`config.mk`:
```
export PLATFORM = sky130hd
export DESIGN_NAME = pipeline_hazard_ctrl
export DESIGN_NICKNAME = d
export VERILOG_FILES = /design/src/rtl/pipeline_hazard_ctrl_pkg.sv /design/src/rtl/pipeline_tick_counter.sv /design/src/rtl/pipeline_hazard_ctrl.sv
export SDC_FILE = /design/constraint.sdc
export NUM_CORES = 1
export LEC_CHECK = 0
export CAP_MARGIN = 10
export CORE_ASPECT_RATIO = 1.75
export CORE_MARGIN = 2
export CORE_UTILIZATION = 50
export DETAILED_ROUTE_END_ITERATION = 12
export PLACE_DENSITY = 0.84
export RECOVER_POWER = 25
export SLEW_MARGIN = 5
export SYNTH_ARGS = -nofsm -noshare
export SYNTH_HDL_FRONTEND = slang
export SYNTH_SLANG_ARGS = --single-unit
```
`constraint.sdc`:
```
create_clock -name i_clock -period 2.55 [get_ports i_clock]
set_input_delay 0.51 -clock i_clock [delete_from_list [all_inputs] [get_ports i_clock]]
set_output_delay 0.51 -clock i_clock [all_outputs]
set_load 0.1 [all_outputs]
```
`src/rtl/pipeline_hazard_ctrl_pkg.sv`:
```
// rtl/pipeline_hazard_ctrl_pkg.sv - shared core definitions: debug FSM states and pipeline-register control bundle
package CoreDefs;

    // Debug halt/step controller states.
    typedef enum logic [1:0] {
        RUN       = 2'd0,
        HALT_PEND = 2'd1,
        HALTED    = 2'd2,
        STEP      = 2'd3
    } PipeCtrlState;

    // Control pair for a single pipeline register; stall wins over flush.
    typedef struct packed {
        logic stall;
        logic flush;
    } StageCtl;

    // Controls for every pipeline register, so the top level wires them as one bundle.
    typedef struct packed {
        StageCtl ifid;
        StageCtl idex;
        StageCtl exmem;
        StageCtl memwb;
    } PipeCtrl;

    localparam PipeCtrl PIPE_IDLE = '0;

    // Every register holds and nothing is squashed.
    localparam PipeCtrl PIPE_HOLD = '{
        ifid:  '{stall: 1'b1, flush: 1'b0},
        idex:  '{stall: 1'b1, flush: 1'b0},
        exmem: '{stall: 1'b1, flush: 1'b0},
        memwb: '{stall: 1'b1, flush: 1'b0}
    };

endpackage

```
`src/rtl/pipeline_tick_counter.sv`:
```
// rtl/pipeline_tick_counter.sv - free-running wrapping tick counter
// Ports:
//   clk_i    core clock
//   rst_ni   asynchronous active-low reset, clears the count
//   count_o  current tick, increments every rising edge and wraps to 0
module pipeline_tick_counter #(
    parameter int WIDTH = 32
) (
    input  logic             clk_i,
    input  logic             rst_ni,
    output logic [WIDTH-1:0] count_o
);

    logic [WIDTH-1:0] count_q;
    logic [WIDTH-1:0] count_d;

    // Natural modulo-2^WIDTH overflow provides the wrap from all-ones to 0.
    assign count_d = count_q + {{(WIDTH-1){1'b0}}, 1'b1};

    always_ff @(posedge clk_i or negedge rst_ni) begin
        if (!rst_ni) begin
            count_q <= '0;
        end else begin
            count_q <= count_d;
        end
    end

    assign count_o = count_q;

endmodule

```
`src/rtl/pipeline_hazard_ctrl.sv`:
```
// rtl/pipeline_hazard_ctrl.sv - pipeline stall/flush priority decode, debug halt/step FSM and debug tick source
// Ports:
//   i_clock, i_reset                core clock, asynchronous active-low reset
//   i_ifBusy, i_memBusy             fetch / data-memory not ready
//   i_loadUse, i_branchTaken        load-use hazard in ID, taken branch resolved in EX
//   i_dbgHalt, i_dbgStep            debug halt level, single-step pulse
//   o_pcStall                       hold the PC
//   o_stall*/o_flush*               per pipeline register control (combinational)
//   o_dbgTick                       tick number of the current cycle
//   o_halted                        core is in HALTED
module pipeline_hazard_ctrl
    import CoreDefs::*;
#(
    parameter int TICK_WIDTH = 32
) (
    input  logic                  i_clock,
    input  logic                  i_reset,
    input  logic                  i_ifBusy,
    input  logic                  i_memBusy,
    input  logic                  i_loadUse,
    input  logic                  i_branchTaken,
    input  logic                  i_dbgHalt,
    input  logic                  i_dbgStep,
    output logic                  o_pcStall,
    output logic                  o_stallIFID,
    output logic                  o_flushIFID,
    output logic                  o_stallIDEX,
    output logic                  o_flushIDEX,
    output logic                  o_stallEXMEM,
    output logic                  o_flushEXMEM,
    output logic                  o_stallMEMWB,
    output logic                  o_flushMEMWB,
    output logic [TICK_WIDTH-1:0] o_dbgTick,
    output logic                  o_halted
);

    PipeCtrlState state_q;
    PipeCtrlState state_d;
    logic         halted_q;
    logic         pc_stall;
    PipeCtrl      ctl;

    always_ff @(posedge i_clock or negedge i_reset) begin
        if (!i_reset) begin
            state_q  <= RUN;
            halted_q <= 1'b0;
        end else begin
            state_q  <= state_d;
            halted_q <= (state_d == HALTED);
        end
    end

    // Next-state logic.
    always_comb begin
        state_d = state_q;
        unique case (state_q)
            RUN: begin
                if (i_dbgHalt) begin
                    state_d = i_memBusy ? HALT_PEND : HALTED;
                end
            end
            HALT_PEND: begin
                // A dropped halt request wins over the memory going idle.
                if (!i_dbgHalt) begin
                    state_d = RUN;
                end else if (!i_memBusy) begin
                    state_d = HALTED;
                end
            end
            HALTED: begin
                if (i_dbgStep) begin
                    state_d = STEP;
                end else if (!i_dbgHalt) begin
                    state_d = RUN;
                end
            end
            STEP: begin
                // Wait out a memory stall so exactly one instruction advances.
                if (!i_memBusy) begin
                    state_d = i_dbgHalt ? HALTED : RUN;
                end
            end
            default: state_d = RUN;
        endcase
    end

    // Hazard priority decode; HALT_PEND and STEP decode exactly like RUN.
    always_comb begin
        pc_stall = 1'b0;
        ctl      = PIPE_IDLE;
        if ((state_q == HALTED) || i_memBusy) begin
            pc_stall = 1'b1;
            ctl      = PIPE_HOLD;
        end else if (i_branchTaken) begin
            // Wrong-path instructions are squashed, so their hazards are moot.
            ctl.ifid.flush = 1'b1;
            ctl.idex.flush = 1'b1;
        end else if (i_loadUse) begin
            // Hold IF/ID (keeping any valid fetch) and inject a bubble into EX.
            pc_stall       = 1'b1;
            ctl.ifid.stall = 1'b1;
            ctl.idex.flush = 1'b1;
        end else if (i_ifBusy) begin
            pc_stall       = 1'b1;
            ctl.ifid.flush = 1'b1;
        end
    end

    pipeline_tick_counter #(
        .WIDTH (TICK_WIDTH)
    ) u_tick (
        .clk_i   (i_clock),
        .rst_ni  (i_reset),
        .count_o (o_dbgTick)
    );

    assign o_pcStall    = pc_stall;
    assign o_stallIFID  = ctl.ifid.stall;
    assign o_flushIFID  = ctl.ifid.flush;
    assign o_stallIDEX  = ctl.idex.stall;
    assign o_flushIDEX  = ctl.idex.flush;
    assign o_stallEXMEM = ctl.exmem.stall;
    assign o_flushEXMEM = ctl.exmem.flush;
    assign o_stallMEMWB = ctl.memwb.stall;
    assign o_flushMEMWB = ctl.memwb.flush;
    assign o_halted     = halted_q;

endmodule

```
==> run_results.csv, run 1 <==
group,metric,value,unit
clocking,postCtsSetupBuffers,0,
sta,post-route-min-period,2.41,ns
die,initial_core_util,52.5,%
logic_synthesis,synth-seq-area-share,52.5,%
critical_path,cp-end-kind,"output port",
critical_path,path_max_fanout,4,
critical_path,worstPathArrival,1.90,ns
status,status,"finished, final reports clean",
clocking,cts_tree,"yes",
sta,tns,0,ns
critical_path,rr_startpoint,"u_tick.count_o[8]$_DFF_PN0_",
clocking,htreeDepth,2,
finish,area_growth,34.2,%
sta,fmax,416,MHz
die,die_x,47.7,µm
clocking,cts.sinks,35,
finish,diodes,0,
critical_path,crit_family,"buffers and inverters",
sta,finalHoldViolations,0,
global_route,grt_pass1_vias,1324,
finish,drive_gt1_share,29.6,%
sta,grt_setup_unrepaired,"no",
die,row_count,27,
critical_path,slowest_delay,0.47,ns
die,io_pins,50,
clocking,holdBufCountCts,0,
logic_synthesis,ys_seq_elements,35,
clocking,cts_root_buf,"clkbuf_8",
die,die_area,0.00383,mm²
sta,finalCritPeriodShare,94.4,%
critical_path,path_buf_inv,2,
placement,port_buffers,47,
logic_synthesis,yosysTopAreaCellShare,52.5,%
critical_path,start_kind,"primary input",
worst_hold_path,min_from,"u_tick.count_o[31]$_DFF_PN0_",
critical_path,slowest_stage,"clkdlybuf4s50_1",
critical_path,crit_required,2.04,ns
placement,dp_hpwl,2660,µm
logic_synthesis,syn_inst,150,
detailed_routing,ant_nets,0,
critical_path,crit_path_start,"i_memBusy",
clocking,clk_pin_slew_worst_paths,0.07,ns
logic_synthesis,avgSynthCellArea,11.1,µm²
global_route,grt_overflow_total,0,
logic_synthesis,ys_top_cells_by_area,"dfrtp_1 53%, xnor2_1 13%, nand4_1 4.1%, nand3_1 3.6%, xor2_1 3.2%",
critical_path,critical_path.cell_chain,"clkdlybuf4s50_1 > nand2b_2 > a21oi_1 > a21boi_4 > buf_12",
die,die_y,80.4,µm
global_route,grt_start_max_net_pins,36,
clocking,clk_path_buf_depth,2,
pwr,power_density,554,mW/mm²
logic_synthesis,syn_area,0.00167,mm²
sta,finalSetupViolations,0,
logic_synthesis,synth_cell_type_count,32,
sta,holdWs,0.474,ns
global_route,grt_pass1_wl,5980,µm
sta,relSlewSlack,44.3,%
global_route,grt_antenna_before_repair,0,
logic_synthesis,yosysWarnings,0,
detailed_routing,first_pass_iters,4,
sta,fin_skew,0.00642,ns
pwr,power,0.00124,W
critical_path,timing_worst_setup_path_type,"in2out",
placement,place.gp.congestion,0.771,
pwr,power_leakage,1.09,nW
worst_hold_path,hold_path_class,"reg2reg",
global_route,grtUsageTotal,22.2,%
detailed_routing,vias,1267,
finish,final_nets,208,
job,maxCapViolCount,0,
clocking,clk_latency,0.29,ns
detailed_routing,wl_per_cell,14.6,µm
detailed_routing,drtIter0Drc,25,
die,core,0.00318,mm²
detailed_routing,route.detailed.drc,0,
detailed_routing,wl,3530,µm
sta,slew_violations,0,
clocking,cts_resized,0,
sta,tightest_slew,0.835,ns
pwr,irDropWorstVdd,0.000419,V
clocking,cts_buffers,5,
logic_synthesis,yosysTopAreaCell,"dfrtp_1",
detailed_routing,avgViaCountPerCell,5.24,
[kinds of logic after synthesis]
family          Yosys count  synth area share [%]
xor+xnor                 30                  15.8
mux                       1                 0.600
fa+ha+maj                 1                 0.750
simple gates             61                  22.6
other cells               1                 0.225
flops                    35                  52.5
buf+inv                  15                  5.48
compound gates            6                  2.10
[metrics by stage]
step	instances	area (µm²)	setup slack [ns]	util (%)
finish	242	2240	0.143	70.5
floorplan	151	1690	0.0546	-
detailed placement	235	2150	0.188	67.8
global route	242	2240	0.0492	70.5
global placement	235	2150	0.227	67.8
CTS	242	2240	0.150	70.6
[power by group]
group	switching, W	internal, W	total, W
registers	0.00000890	0.000563	0.000572
logic	0.000182	0.0000858	0.000267
clock network	0.000190	0.000212	0.000401
total	0.000380	0.000861	0.00124
[path summary, 6_finish.rpt]
kind	to	slack, ns	depth (start not counted)
min	u_tick.count_o[31]$_DFF_PN0_	0.47	1
max	o_flushIFID	0.14	5
max reg2reg	u_tick.count_o[26]$_DFF_PN0_	0.76	4
min reg2reg	u_tick.count_o[31]$_DFF_PN0_	0.47	1
max in group asynchronous	u_tick.count_o[18]$_DFF_PN0_	1.16	2
min in group asynchronous	u_tick.count_o[27]$_DFF_PN0_	0.86	2
[worst register-to-register path: stages (launching register included)]
cell and delay, ns:
dfrtp_1 0.48, nand4_4 0.17, nor4_4 0.63, nand4_1 0.23, xnor2_1 0.17
[flip-flops by register name, summed over array words and instances, names as in the netlist]
signal and count:
o_halted 1, state_q 2, u_tick.count_o 32
[cell usage after synthesis, drive strengths merged]
cell	instances
a211oi	1
a21boi	1
a21oi	2
and2	1
and2b	1
and3	7
and4	3
buf	8
conb	1
dfrtp	35
ha	1
inv	7
mux2i	1
nand2	9
nand2b	2
nand3	12
nand3b	1
nand4	12
nand4b	2
nor2	6
nor2b	1
nor3	3
nor4	1
o21ai	2
xnor2	24
xor2	6
[cell usage in the layout (no fill, tap or decap), types with 3 or more instances in the layout]
cell,instances
buf_4,34
inv_1,7
and3_1,5
clkbuf_8,6
nand3_1,12
nand4_1,11
nor2_1,4
buf_12,7
nand2_1,9
dfrtp_1,35
clkdlybuf4s50_1,6
nor3_1,3
xnor2_1,24
xor2_1,6
[layout make-up]
cell class / count / area (µm²)
Timing Repair Buffer: 49 / 470
Inverter: 7 / 26.3
Clock inverter: 1 / 5.00
Tap cell: 43 / 53.8
Fill cell: 257 / 937
Multi-Input combinational cell: 101 / 724
Clock buffer: 6 / 82.6
Sequential cell: 35 / 876
[metal layers]
layer	wire [µm]	vias up	track usage, %	share of wire, %
met1	1270	621	25.4	36
met3	175	5	6.52	5.0
li1	-	603	-	-
met4	63	0	8.11	1.8
met2	2030	38	37.3	57
met5	0	-	0	0
(Power assumes the default switching activity.)
==> inputs of run 2 (changes only) <==
- SETUP_SLACK_MARGIN: not set -> 0.3
==> run 2 against run 1 <==
  * Register-to-register slack worse by 0.05 ns
  * Die area unchanged
  * Maximum frequency up 8.2%
  * Sequential share of layout area down 0.49 points
  * Final cell count up 0.41%
  * Critical endpoint unchanged
  * Highest routed layer unchanged
==> run_results.csv, run 2 (same netlist as run 1, synthesis figures left out) <==
group,metric,value,unit
die,die_y,80.4,µm
critical_path,path_max_fanout,4,
pwr,power_density,567,mW/mm²
global_route,grt_overflow_total,0,
pwr,irDropWorstVdd,0.000473,V
die,row_count,27,
detailed_routing,vias,1296,
critical_path,crit_required,2.04,ns
global_route,grtUsageTotal,22.6,%
placement,dpl_worst_slack,0.125,ns
clocking,htreeDepth,2,
clocking,clk_latency,0.29,ns
finish,fill_cells,262,
finish,largest_register_ffs,32,
sta,finalSetupViolations,0,
finish,diodes,0,
critical_path,start_kind,"primary input",
critical_path,critical_path.cell_chain,"clkdlybuf4s50_1 > nand2b_4 > a21oi_4 > a21boi_4 > buf_12",
clocking,cts_buffers,5,
critical_path,worstPathArrival,1.71,ns
clocking,cts.sinks,35,
finish,area_growth,36.3,%
sta,finalHoldViolations,0,
die,io_pins,50,
placement,place.gp.congestion,0.801,
sta,fmax,450,MHz
clocking,clk_pin_slew_worst_paths,0.07,ns
global_route,grt_pass1_vias,1374,
placement,dp_hpwl,2720,µm
sta,relSlewSlack,44.2,%
detailed_routing,drtIter0Drc,20,
global_route,grt_start_max_net_pins,36,
sta,grt_setup_unrepaired,"no",
finish,multi_input_area,741,µm²
worst_hold_path,hold_path_class,"reg2reg",
placement,port_buffers,47,
detailed_routing,wl,3630,µm
die,core,0.00318,mm²
die,initial_core_util,52.5,%
critical_path,slowest_stage,"clkdlybuf4s50_1",
sta,tightest_slew,0.838,ns
sta,slew_violations,0,
die,die_area,0.00383,mm²
sta,post-route-min-period,2.22,ns
detailed_routing,route.detailed.drc,0,
finish,seqCellArea,878,µm²
critical_path,slowest_delay,0.46,ns
finish,final_nets,208,
critical_path,cp-end-kind,"output port",
placement,dp.cells,234,
pwr,power_leakage,1.10,nW
detailed_routing,wl_per_cell,15.0,µm
clocking,cts_root_buf,"clkbuf_8",
global_route,grt_pass1_wl,6130,µm
finish,final_cells,243,
clocking,holdBufCountCts,0,
detailed_routing,first_pass_iters,4,
job,maxCapViolCount,0,
sta,finalCritPeriodShare,87.2,%
sta,setup_ws,0.326,ns
sta,tns,0,ns
sta,fin_skew,0.00598,ns
finish,final_common_cell,"buf_4",
critical_path,timing_worst_setup_path_type,"in2out",
clocking,cts_tree,"yes",
detailed_routing,avgViaCountPerCell,5.33,
global_route,grt_antenna_before_repair,0,
clocking,clk_path_buf_depth,2,
finish,layout_common_cells,"34 x buf_4, 33 x dfrtp_1, 24 x xnor2_1",
detailed_routing,ant_nets,0,
finish,drive_gt1_share,32.0,%
status,status,"finished, final reports clean",
die,die_x,47.7,µm
-- run 2: changes by cell type in the layout (fill, tap and decap cells not counted), sizes merged --
| cell | previous run | this run |
|---|---|---|
| clkbuf | 7 | 8 |
| clkinv | 1 | 0 |
| clkinvlp | 0 | 1 |
-- run 2: timing repair --
action,4_1_cts,5_1_grt
buffers inserted,1,0
endpoints found under the setup margin,3,0
hold endpoints to repair,0,0
resized for setup,3,0
-- run 2: layout make-up --
| class | instances | share of cell area, % |
|---|---|---|
| flip-flops and latches | 35 | 38.6 |
| clock buffers | 7 | 4.24 |
| well taps | 43 | 2.37 |
| multi-input cells | 101 | 32.6 |
| repair buffers | 49 | 20.7 |
| clock inverters | 1 | 0.330 |
| inverters | 7 | 1.16 |
-- run 2: layer usage --
metal	up-vias	routed length, µm	GRT usage [%]
met5	-	0	0
met3	11	164	5.84
met1	640	1340	24.6
met4	0	112	11.9
li1	604	-	-
met2	41	2020	37.8
-- run 2: final timing paths --
check,startpoint,to,slack [ns],cells past startpoint
worst max-delay path,i_memBusy,o_flushIFID,0.33,5
worst min-delay path,u_tick.count_o[0]$_DFF_PN0_,u_tick.count_o[0]$_DFF_PN0_,0.48,1
worst max register to register,u_tick.count_o[8]$_DFF_PN0_,u_tick.count_o[28]$_DFF_PN0_,0.71,4
worst min register to register,u_tick.count_o[0]$_DFF_PN0_,u_tick.count_o[0]$_DFF_PN0_,0.48,1
max in group asynchronous,i_reset,u_tick.count_o[0]$_DFF_PN0_,1.11,2
min in group asynchronous,i_reset,u_tick.count_o[15]$_DFF_PN0_,0.87,2
-- run 2: power by group --
group	switching, W	leakage, nW	internal [W]
Sequential	0.00000809	0.468	0.000563
Clock	0.000200	0.0505	0.000246
Combinational	0.000184	0.583	0.0000886
Total	0.000392	1.10	0.000897
-- run 2: critical path, delay by kind of cell --
family | cells | cell delay, ns
buffers and inverters | 2 | 0.65
AO/OA/AOI/OAI | 2 | 0.36
AND/OR/NAND/NOR | 1 | 0.18
-- run 2: per-stage QoR --
| step | cell area (µm²) | utilization (%) | total power, W | hold slack, ns |
|---|---|---|---|---|
| 2_1_floorplan | 1700 | - | 0.000756 | 0.214 |
| 3_3_place_gp | 2150 | 67.8 | 0.000844 | 0.456 |
| 3_5_place_dp | 2150 | 67.8 | 0.000849 | 0.464 |
| 4_1_cts | 2280 | 71.7 | 0.00130 | 0.477 |
| 5_1_grt | 2270 | 71.6 | 0.00133 | 0.498 |
| 6_report | 2270 | 71.6 | 0.00129 | 0.476 |
